## config.mk

```make
export PLATFORM = sky130hd
export DESIGN_NAME = track_pos_ctrl
export DESIGN_NICKNAME = d
export VERILOG_FILES = /design/src/rtl/track_pos_ctrl_pkg.sv /design/src/rtl/track_pos_ctrl_step_tick_gen.sv /design/src/rtl/track_pos_ctrl.sv
export SDC_FILE = /design/constraint.sdc
export NUM_CORES = 1
export LEC_CHECK = 0
export CAP_MARGIN = 20
export CORE_MARGIN = 4
export CORE_UTILIZATION = 59
export DETAILED_ROUTE_END_ITERATION = 7
export GPL_TIMING_DRIVEN = 1
export PLACE_DENSITY_LB_ADDON = 0.05
export SLEW_MARGIN = 20
export SYNTH_ARGS = -nofsm -noshare
export SYNTH_HDL_FRONTEND = slang
export SYNTH_SLANG_ARGS = --single-unit
```

## constraint.sdc

```tcl
create_clock -name clk -period 3.56 [get_ports clk]
set_input_delay 0.534 -clock clk [delete_from_list [all_inputs] [get_ports clk]]
set_output_delay 0.534 -clock clk [all_outputs]
set_load 0.02 [all_outputs]
```

## src/rtl/track_pos_ctrl_pkg.sv

```systemverilog
`default_nettype none
// ============================================================================
// Module      : track_pos_ctrl_pkg
// Description : Shared definitions for the track position controller and the
//               track stepper driver: step half-period formula, controller
//               state encoding and the homing travel margin.
// Ports       : none (package)
// Revision    : 1.0 - initial release
// ============================================================================
package track_pos_ctrl_pkg;

    // System clock cycles per millisecond at 50 MHz, halved because the
    // divider counts half step periods.
    localparam int unsigned CYCLES_PER_MS = 25000;

    // Extra steps allowed beyond full travel before homing is declared failed.
    localparam int unsigned HOME_MARGIN = 64;

    typedef enum logic [1:0] {
        ST_IDLE   = 2'd0,
        ST_HOMING = 2'd1,
        ST_MOVE   = 2'd2,
        ST_SETTLE = 2'd3
    } state_e;

    // Step half-period in system clock cycles; the driver's divider uses the
    // same formula so both dividers stay phase-locked from reset.
    function automatic int unsigned half_period_cycles(input int unsigned speed_ms);
        return CYCLES_PER_MS * speed_ms;
    endfunction

endpackage
`default_nettype wire

```

## src/rtl/track_pos_ctrl_step_tick_gen.sv

```systemverilog
`default_nettype none
// ============================================================================
// Module      : step_tick_gen
// Description : Step-period divider matching the stepper driver's divider.
//               A half-period counter (0..HALF_CYC-1) plus a phase bit; tick
//               fires on the wrap cycle while the phase bit is low, i.e. the
//               cycle before the driver's divided clock rises.
// Ports       : clk   - system clock
//               rst_n - asynchronous active-low reset
//               tick  - one-cycle pulse once per step period
// Revision    : 1.0 - initial release
// ============================================================================
module step_tick_gen
    import track_pos_ctrl_pkg::*;
#(
    parameter int unsigned SPEED_MS = 10,
    parameter int unsigned HALF_CYC = half_period_cycles(SPEED_MS)
) (
    input  logic clk,
    input  logic rst_n,
    output logic tick
);

    localparam int unsigned        c_cnt_w    = (HALF_CYC > 1) ? $clog2(HALF_CYC) : 1;
    localparam logic [c_cnt_w-1:0] c_cnt_last = c_cnt_w'(HALF_CYC - 1);

    logic [c_cnt_w-1:0] cnt_q;
    logic               phase_q;
    logic               w_wrap;

    assign w_wrap = (cnt_q == c_cnt_last);
    assign tick   = w_wrap & ~phase_q;

    always_ff @(posedge clk or negedge rst_n) begin
        if (!rst_n) begin
            cnt_q   <= '0;
            phase_q <= 1'b0;
        end else if (w_wrap) begin
            cnt_q   <= '0;
            phase_q <= ~phase_q;
        end else begin
            cnt_q   <= cnt_q + 1'b1;
        end
    end

endmodule
`default_nettype wire

```

## src/rtl/track_pos_ctrl.sv

```systemverilog
`default_nettype none
// ============================================================================
// Module      : track_pos_ctrl
// Description : Position controller in front of the track stepper driver.
//               Accepts absolute step targets and homing requests, drives the
//               driver's move/back inputs for the exact number of step periods
//               and tracks the carriage position.
// Ports       : clk, rst_n          - 50 MHz clock, async active-low reset
//               cmd_valid_i/ready_o - target command handshake
//               cmd_pos_i           - absolute target in steps
//               home_i              - one-cycle homing request
//               home_sw_i           - async home limit switch
//               move_o, back_o      - driver controls (back = toward home)
//               pos_o, homed_o      - current position and its validity
//               busy_o, done_o      - not-idle flag, completion pulse
//               err_o               - sticky homing failure
// Revision    : 1.0 - initial release
// ============================================================================
module track_pos_ctrl
    import track_pos_ctrl_pkg::*;
#(
    parameter int unsigned SPEED_MS     = 10,
    parameter int unsigned POS_W        = 12,
    parameter int unsigned MAX_POS      = 2000,
    parameter int unsigned SETTLE_STEPS = 4,
    parameter int unsigned HALF_CYC     = half_period_cycles(SPEED_MS)
) (
    input  logic             clk,
    input  logic             rst_n,
    input  logic             cmd_valid_i,
    output logic             cmd_ready_o,
    input  logic [POS_W-1:0] cmd_pos_i,
    input  logic             home_i,
    input  logic             home_sw_i,
    output logic             move_o,
    output logic             back_o,
    output logic [POS_W-1:0] pos_o,
    output logic             homed_o,
    output logic             busy_o,
    output logic             done_o,
    output logic             err_o
);

    localparam int unsigned          c_hcnt_w      = $clog2(MAX_POS + HOME_MARGIN + 1);
    localparam logic [c_hcnt_w-1:0]  c_home_limit  = c_hcnt_w'(MAX_POS + HOME_MARGIN);
    localparam logic [POS_W-1:0]     c_max_pos     = POS_W'(MAX_POS);
    // SETTLE_STEPS must be at least 1.
    localparam int unsigned          c_scnt_w      = (SETTLE_STEPS > 1) ? $clog2(SETTLE_STEPS) : 1;
    localparam logic [c_scnt_w-1:0]  c_settle_last = c_scnt_w'(SETTLE_STEPS - 1);

    state_e              state_q, state_d;
    logic [POS_W-1:0]    pos_q, pos_d;
    logic [POS_W-1:0]    target_q, target_d;
    logic [c_hcnt_w-1:0] home_cnt_q, home_cnt_d;
    logic [c_scnt_w-1:0] settle_cnt_q, settle_cnt_d;
    logic                homed_q, homed_d;
    logic                err_q, err_d;
    logic                done_q, done_d;
    logic                move_q, move_d;
    logic                back_q, back_d;
    logic                sw_meta_q, sw_sync_q;

    logic                w_tick;
    logic                w_accept;
    logic [POS_W-1:0]    w_target;
    logic [POS_W-1:0]    w_step_pos;
    logic [c_hcnt_w-1:0] w_home_cnt_inc;

    step_tick_gen #(
        .SPEED_MS (SPEED_MS),
        .HALF_CYC (HALF_CYC)
    ) u_step_tick_gen (
        .clk   (clk),
        .rst_n (rst_n),
        .tick  (w_tick)
    );

    // A simultaneous homing request takes priority, so the command is not
    // handshaken in that cycle.
    assign cmd_ready_o    = (state_q == ST_IDLE) & homed_q & ~home_i;
    assign w_accept       = cmd_valid_i & cmd_ready_o;
    assign w_target       = (cmd_pos_i > c_max_pos) ? c_max_pos : cmd_pos_i;
    assign w_step_pos     = back_q ? (pos_q - 1'b1) : (pos_q + 1'b1);
    assign w_home_cnt_inc = home_cnt_q + 1'b1;

    assign move_o  = move_q;
    assign back_o  = back_q;
    assign pos_o   = pos_q;
    assign homed_o = homed_q;
    assign busy_o  = (state_q != ST_IDLE);
    assign done_o  = done_q;
    assign err_o   = err_q;

    always_ff @(posedge clk or negedge rst_n) begin
        if (!rst_n) begin
            sw_meta_q <= 1'b0;
            sw_sync_q <= 1'b0;
        end else begin
            sw_meta_q <= home_sw_i;
            sw_sync_q <= sw_meta_q;
        end
    end

    always_ff @(posedge clk or negedge rst_n) begin
        if (!rst_n) begin
            state_q      <= ST_IDLE;
            pos_q        <= '0;
            target_q     <= '0;
            home_cnt_q   <= '0;
            settle_cnt_q <= '0;
            homed_q      <= 1'b0;
            err_q        <= 1'b0;
            done_q       <= 1'b0;
            move_q       <= 1'b0;
            back_q       <= 1'b0;
        end else begin
            state_q      <= state_d;
            pos_q        <= pos_d;
            target_q     <= target_d;
            home_cnt_q   <= home_cnt_d;
            settle_cnt_q <= settle_cnt_d;
            homed_q      <= homed_d;
            err_q        <= err_d;
            done_q       <= done_d;
            move_q       <= move_d;
            back_q       <= back_d;
        end
    end

    // move/back only ever change on a tick, so the driver sees them settled
    // for at least half a step period. The first tick of HOMING/MOVE only
    // raises move; each later tick corresponds to one completed step.
    always_comb begin
        state_d      = state_q;
        pos_d        = pos_q;
        target_d     = target_q;
        home_cnt_d   = home_cnt_q;
        settle_cnt_d = settle_cnt_q;
        homed_d      = homed_q;
        err_d        = err_q;
        done_d       = 1'b0;
        move_d       = move_q;
        back_d       = back_q;

        case (state_q)
            ST_IDLE: begin
                if (home_i) begin
                    state_d    = ST_HOMING;
                    err_d      = 1'b0;
                    homed_d    = 1'b0;
                    home_cnt_d = '0;
                end else if (w_accept) begin
                    if (w_target == pos_q) begin
                        done_d = 1'b1;
                    end else begin
                        target_d = w_target;
                        state_d  = ST_MOVE;
                    end
                end
            end

            ST_HOMING: begin
                if (w_tick) begin
                    if (sw_sync_q) begin
                        pos_d        = '0;
                        homed_d      = 1'b1;
                        move_d       = 1'b0;
                        settle_cnt_d = '0;
                        state_d      = ST_SETTLE;
                    end else if (!move_q) begin
                        move_d = 1'b1;
                        back_d = 1'b1;
                    end else begin
                        home_cnt_d = w_home_cnt_inc;
                        if (w_home_cnt_inc == c_home_limit) begin
                            err_d        = 1'b1;
                            move_d       = 1'b0;
                            settle_cnt_d = '0;
                            state_d      = ST_SETTLE;
                        end
                    end
                end
            end

            ST_MOVE: begin
                if (w_tick) begin
                    if (!move_q) begin
                        move_d = 1'b1;
                        back_d = (target_q < pos_q);
                    end else begin
                        pos_d = w_step_pos;
                        if (w_step_pos == target_q) begin
                            move_d       = 1'b0;
                            settle_cnt_d = '0;
                            state_d      = ST_SETTLE;
                        end
                    end
                end
            end

            ST_SETTLE: begin
                if (w_tick) begin
                    if (settle_cnt_q == c_settle_last) begin
                        done_d  = 1'b1;
                        state_d = ST_IDLE;
                    end else begin
                        settle_cnt_d = settle_cnt_q + 1'b1;
                    end
                end
            end

            default: state_d = ST_IDLE;
        endcase
    end

endmodule
`default_nettype wire

```

Word-level counts from Yosys, hierarchy flattened
Index checks and enable logic that the tools add are counted.
- register bits after elaboration: 66
- input port bits: 17
- logic and storage cells: 133
- add/subtract/negate cells: 5
- magnitude comparators: 2
- equality and inequality tests: 26
- multiplexer cells: 65
- bitwise operators: 7
- reductions and logical operators: 14
- operator list (kind ; number):
    2-to-1 mux 12 bit ; 10
    one-hot mux 12 bit (2 select lines) ; 2
    2-to-1 mux 2 bit ; 21
    adder 12 x 1 -> 12 bit, second input constant ; 2
    equality test 12 bit ; 2
    2-to-1 mux 1 bit ; 24
    inequality test 2 bit, second input constant ; 11
    adder 18 x 1 -> 18 bit, second input constant ; 1
    equality test 18 bit, second input constant ; 1
    2-to-1 mux 18 bit ; 1
    equality test 12 bit, second input constant ; 1
    > comparator 12 x 11 -> 1 bit, second input constant ; 1
    less-than comparator 12 bit ; 1
    inequality test 3 bit, second input constant ; 4
    AND reduction 6 bit ; 2
    subtractor 12 x 1 -> 12 bit, second input constant ; 1
    one-hot mux 1 bit (2 select lines) ; 5
    AND reduction 10 bit ; 1
    AND reduction 5 bit ; 2
    AND reduction 9 bit ; 1
    one-hot mux 2 bit (4 select lines) ; 1
    AND reduction 4 bit ; 2
    equality test 2 bit, second input constant ; 3
    inequality test 2 x 1 -> 1 bit, second input constant ; 3
    9 further kinds ; 16

Logic depth before layout (Yosys ltp)
- depth after elaboration: 7
- mapped depth: 10
- depth with buffers taken out: 10

By module
From an unflattened synthesis, not the netlist that was laid out.
- cells, all modules: 533
- area, all modules: 4710.8 um2
- by module, submodules not included (module ; times used ; cells each ; area each (um2)):
    track_pos_ctrl ; 1 ; 451 ; 3787.4
    step_tick_gen ; 1 ; 82 ; 923.4

Worst setup path before layout
OpenSTA, ideal clock, no wires.
- kind: reg-to-reg
- start: register back_q (netlist: back_o)
- end: register move_q (netlist: move_o)
- library setup time: 0.125 ns
- data arrival time: 2.886 ns
- data required time: 3.435 ns
- setup slack: 0.549 ns
- stages on the path, launching flop included: 11
- path buffers: 1
- period minus slack after synthesis: 3.011 ns
- path through: dfrtp_1 > ha_1 > buf_2 > xor2_1 > a211o_1 > a211o_1 > a41oi_1 > nor4b_1 > a41o_2 > o21ai_0 > mux2_2
- longest elaborated chain between the ends: 6
- ends and longest elaborated chain (what ; line ; source):
    start, declared ; track_pos_ctrl.sv:60 ; logic back_q, back_d;
    start signal, assigned ; track_pos_ctrl.sv:126 ; back_q <= back_d;
    2-to-1 mux 12 bit ; track_pos_ctrl.sv:83 ; assign w_step_pos = back_q ? (pos_q - 1'b1) : (pos_q + 1'b1);
    equality test 12 bit ; track_pos_ctrl.sv:192 ; if (w_step_pos == target_q) begin
    2-to-1 mux 1 bit ; track_pos_ctrl.sv:192 ;
    2-to-1 mux 1 bit ; track_pos_ctrl.sv:187 ; if (!move_q) begin
    2-to-1 mux 1 bit ; track_pos_ctrl.sv:186 ; if (w_tick) begin
    one-hot mux 1 bit (2 select lines) ; track_pos_ctrl.sv:145 ; case (state_q)
    end signal, assigned ; track_pos_ctrl.sv:125 ; move_q <= move_d;
    end, declared ; track_pos_ctrl.sv:59 ; logic move_q, move_d;
No other way between the ends. The select of a mux whose other input is x is not followed.
A chain may end at the register's enable or synchronous reset.

Worst setup path in the final report
Ends and elaborated chain as after synthesis.

==> metrics.cfg <==
[die]
io_pins = 36
die-area_um2 = 9480
core-area_um2 = 7727
die_w_um = 97.37
rows = 32
die_h_um = 97.37
start_util_pct = 60.98

[cts]
post_cts_resized = 0
cts_hold_buf = 0
cts_tree = yes
clock-root-buffer = clkbuf_8
numCtsBuffers = 9
postCtsSetupBuffers = 0
htreeDepth = 3
cts_buffer_depth = 2
path_clk_slew_ps = 90
clk_latency_ps = 340
cts_sinks = 66

[timing]
hold-worst-slack_ps = 141.8
rsz0062_at_grt = no
max_freq_mhz = 325.1
min_period_ps = 3076
finClkSkew_ps = 15.68
maxSlewViolCount = 0
final-setup-viol-count = 0
max-slew-margin-rel_pct = 49.89
finalHoldViolCount = 0
finalCritPeriodShare_pct = 86.41
fin_setup_tns_ps = 0
tightest_slew_ps = 751.7

[logic_synthesis]
ys_ff_latch = 66
synthMuxAreaShare_pct = 1.620
synth-xor-area-share_pct = 8.816
synth_warnings = 0
synth_fa_ha_area_share_pct = 8.125
synth_edf_count = 0
synth_ff_type = dfrtp_1
syn_area_per_cell_um2 = 8.924
ys_seq_area_share_pct = 35.05
synthSimpleGateAreaFrac_pct = 22.33
async_reset_ff_share_pct = 100.0
synth_top_family_by_area = simple AND/OR/NAND/NOR gates
synthesis.nets = 575
synth_cells = 528
synth_area_um2 = 4712
synthDistinctLibCells = 72
synth_compound_area_share_pct = 19.57

[worst_setup_path]
reg2reg_to = move_o
crit_type = flop to flop
crit-reg2reg-launch = back_o
cp-start-kind = flop
reg2reg_depth = 9
r2r_slack_ps = 480
worstSetupEndpointType = flop
cp_max_fo = 11
arrival_ps = 3290
required_ps = 3780

[cells_and_area]
layout.nets = 607
post_layout_nonfiller_instances = 667
drive_gt1_share_pct = 9.558
fin_util_pct = 70.11
syn_to_final_growth_pct = 14.98
diodes = 0

[routing]
routed_wl_um = 11120
vias_per_cell = 6.015
antenna_left = 0
drtIter0Drc = 173
post_drt_wl_per_cell_um = 16.67
drc = 0
dr_total_vias = 4012
firstDrtPassIters = 4

[placed_design]
io_buffers = 35
placed_cells = 651
place_hpwl_um = 8394
gp_congestion = 0.9328

[grt]
grt_pass1_wl_um = 18890
grt_max_degree = 29
grt_pass1_vias = 3908
globalRouteOverflowTotal = 0
grt.total_usage_pct = 24.09
antenna_found_initial = 0

[power_and_ir_drop]
ir_drop_v = 0.0002891
power.leakage_uw = 0.002281
fin_total_pwr_uw = 1695
p_per_area_nw_per_um2 = 312.9

[run_status]
outcome = finished, final reports clean

[run]
drv_cap = 0

[worst_hold_path]
hold_path_class = input pin to asynchronous set/reset pin

-- worst max-delay path, stage by stage (launching register included) --
cell	delay [ps]
dfrtp_1	630
ha_1	430
xor2_1	220
a211o_1	280
a211o_1	250
a41oi_1	170
nor4b_1	240
a41o_2	350
o21ai_0	110
mux2_2	280
-- per-stage QoR --
stage | worst slack (ps) | instance area, um2
global placement | 426.1 | 5152
detailed placement | 365.2 | 5152
global route | 206.5 | 5418
finish | 483.7 | 5418
floorplan | 549.2 | 4712
CTS | 483.8 | 5418
-- where the power goes --
part / total, uW / internal [uW] / switching [uW]
logic: 85.4 / 35.0 / 50.3
clock network: 842 / 536 / 306
registers: 767 / 756 / 11.3
-- registers in the layout, summed over array words and instances, names as in the netlist --
name	count
back_o	1
pos_o	12
home_cnt_q	12
target_q	12
settle_cnt_q	2
u_step_tick_gen.cnt_q	18
move_o	1
homed_o	1
sw_meta_q	1
err_o	1
done_o	1
u_step_tick_gen.phase_q	1
state_q	2
sw_sync_q	1
-- cells in the final DEF (no fill, tap or decap), drive strengths merged, types with 3 or more instances in the layout --
master and instances:
dfrtp 66, nand2 58, nor2 43, clkdlybuf4s50 34, o21ai 33, ha 29, inv 27, xnor2 26
a21oi 22, nand3 20, xor2 16, nor3 16, nand4 11, nor2b 10, o31ai 10, buf 10
o21a 9, clkbuf 9, nor4 8, o211ai 8, and3 7, or3 7, a21o 6, and2 5
a31oi 5, nand2b 5, mux2 5, nor4b 4, bufinv 4, o22ai 3, o41ai 3, a211o 3
clkinv 3
-- per-layer routing --
metal  routed length [um]  global-route usage (%)
met3                  411                   3.948
met5                    0                       0
met2                 5470                   41.43
met1                 4921                   30.56
met4                  313                   8.626
-- logic make-up (layout without fill, tap and decap cells) --
group / Yosys count / count (layout)
and+or+nand+nor: 203 / 203
muxes: 7 / 7
DFF: 66 / 66
AOI/OAI and AO/OA: 127 / 127
buffers and inverters: 51 / 88
xor gates and xnor gates: 44 / 44
adders and majority gates: 30 / 30
-- how the worst max path moves through the flow --
stage	cells past startpoint	slack [ps]	startpoint	to
global route	9	210	back_o	move_o
CTS	9	480	back_o	move_o
global placement	7	430	cmd_pos_i[1]	target_q[5]
floorplan	10	550	back_o	move_o
detailed placement	9	370	cmd_pos_i[0]	target_q[8]
finish	9	480	back_o	move_o
-- synth_stat cells (9+ instances only) --
cell type | number | share of area, %
ha_1 | 29 | 7.7
dfrtp_1 | 66 | 35
clkbuf_1 | 11 | 0.88
nand3_1 | 20 | 2.1
nand4_1 | 10 | 1.3
nor2b_1 | 10 | 1.3
o21ai_1 | 16 | 1.7
o21ai_0 | 15 | 1.6
inv_1 | 27 | 2.2
xnor2_1 | 26 | 4.8
nand2_1 | 58 | 4.6
nor2_1 | 41 | 3.3
o21a_1 | 9 | 1.4
buf_2 | 10 | 1.1
o31ai_1 | 9 | 1.4
nor3_1 | 10 | 1.1
a21oi_1 | 22 | 2.3
xor2_1 | 16 | 3.0
-- layout make-up --
| type | count | area [um2] |
|---|---|---|
| Multi-Input combinational cell | 411 | 2855 |
| Fill cell | 603 | 2310 |
| Sequential cell | 66 | 1652 |
| Timing Repair Buffer | 44 | 412.9 |
| Clock inverter | 7 | 141.4 |
| Tap cell | 102 | 127.6 |
| Clock buffer | 9 | 123.9 |
| Inverter | 28 | 105.1 |
Note: power is estimated with default switching activity, not from simulation.
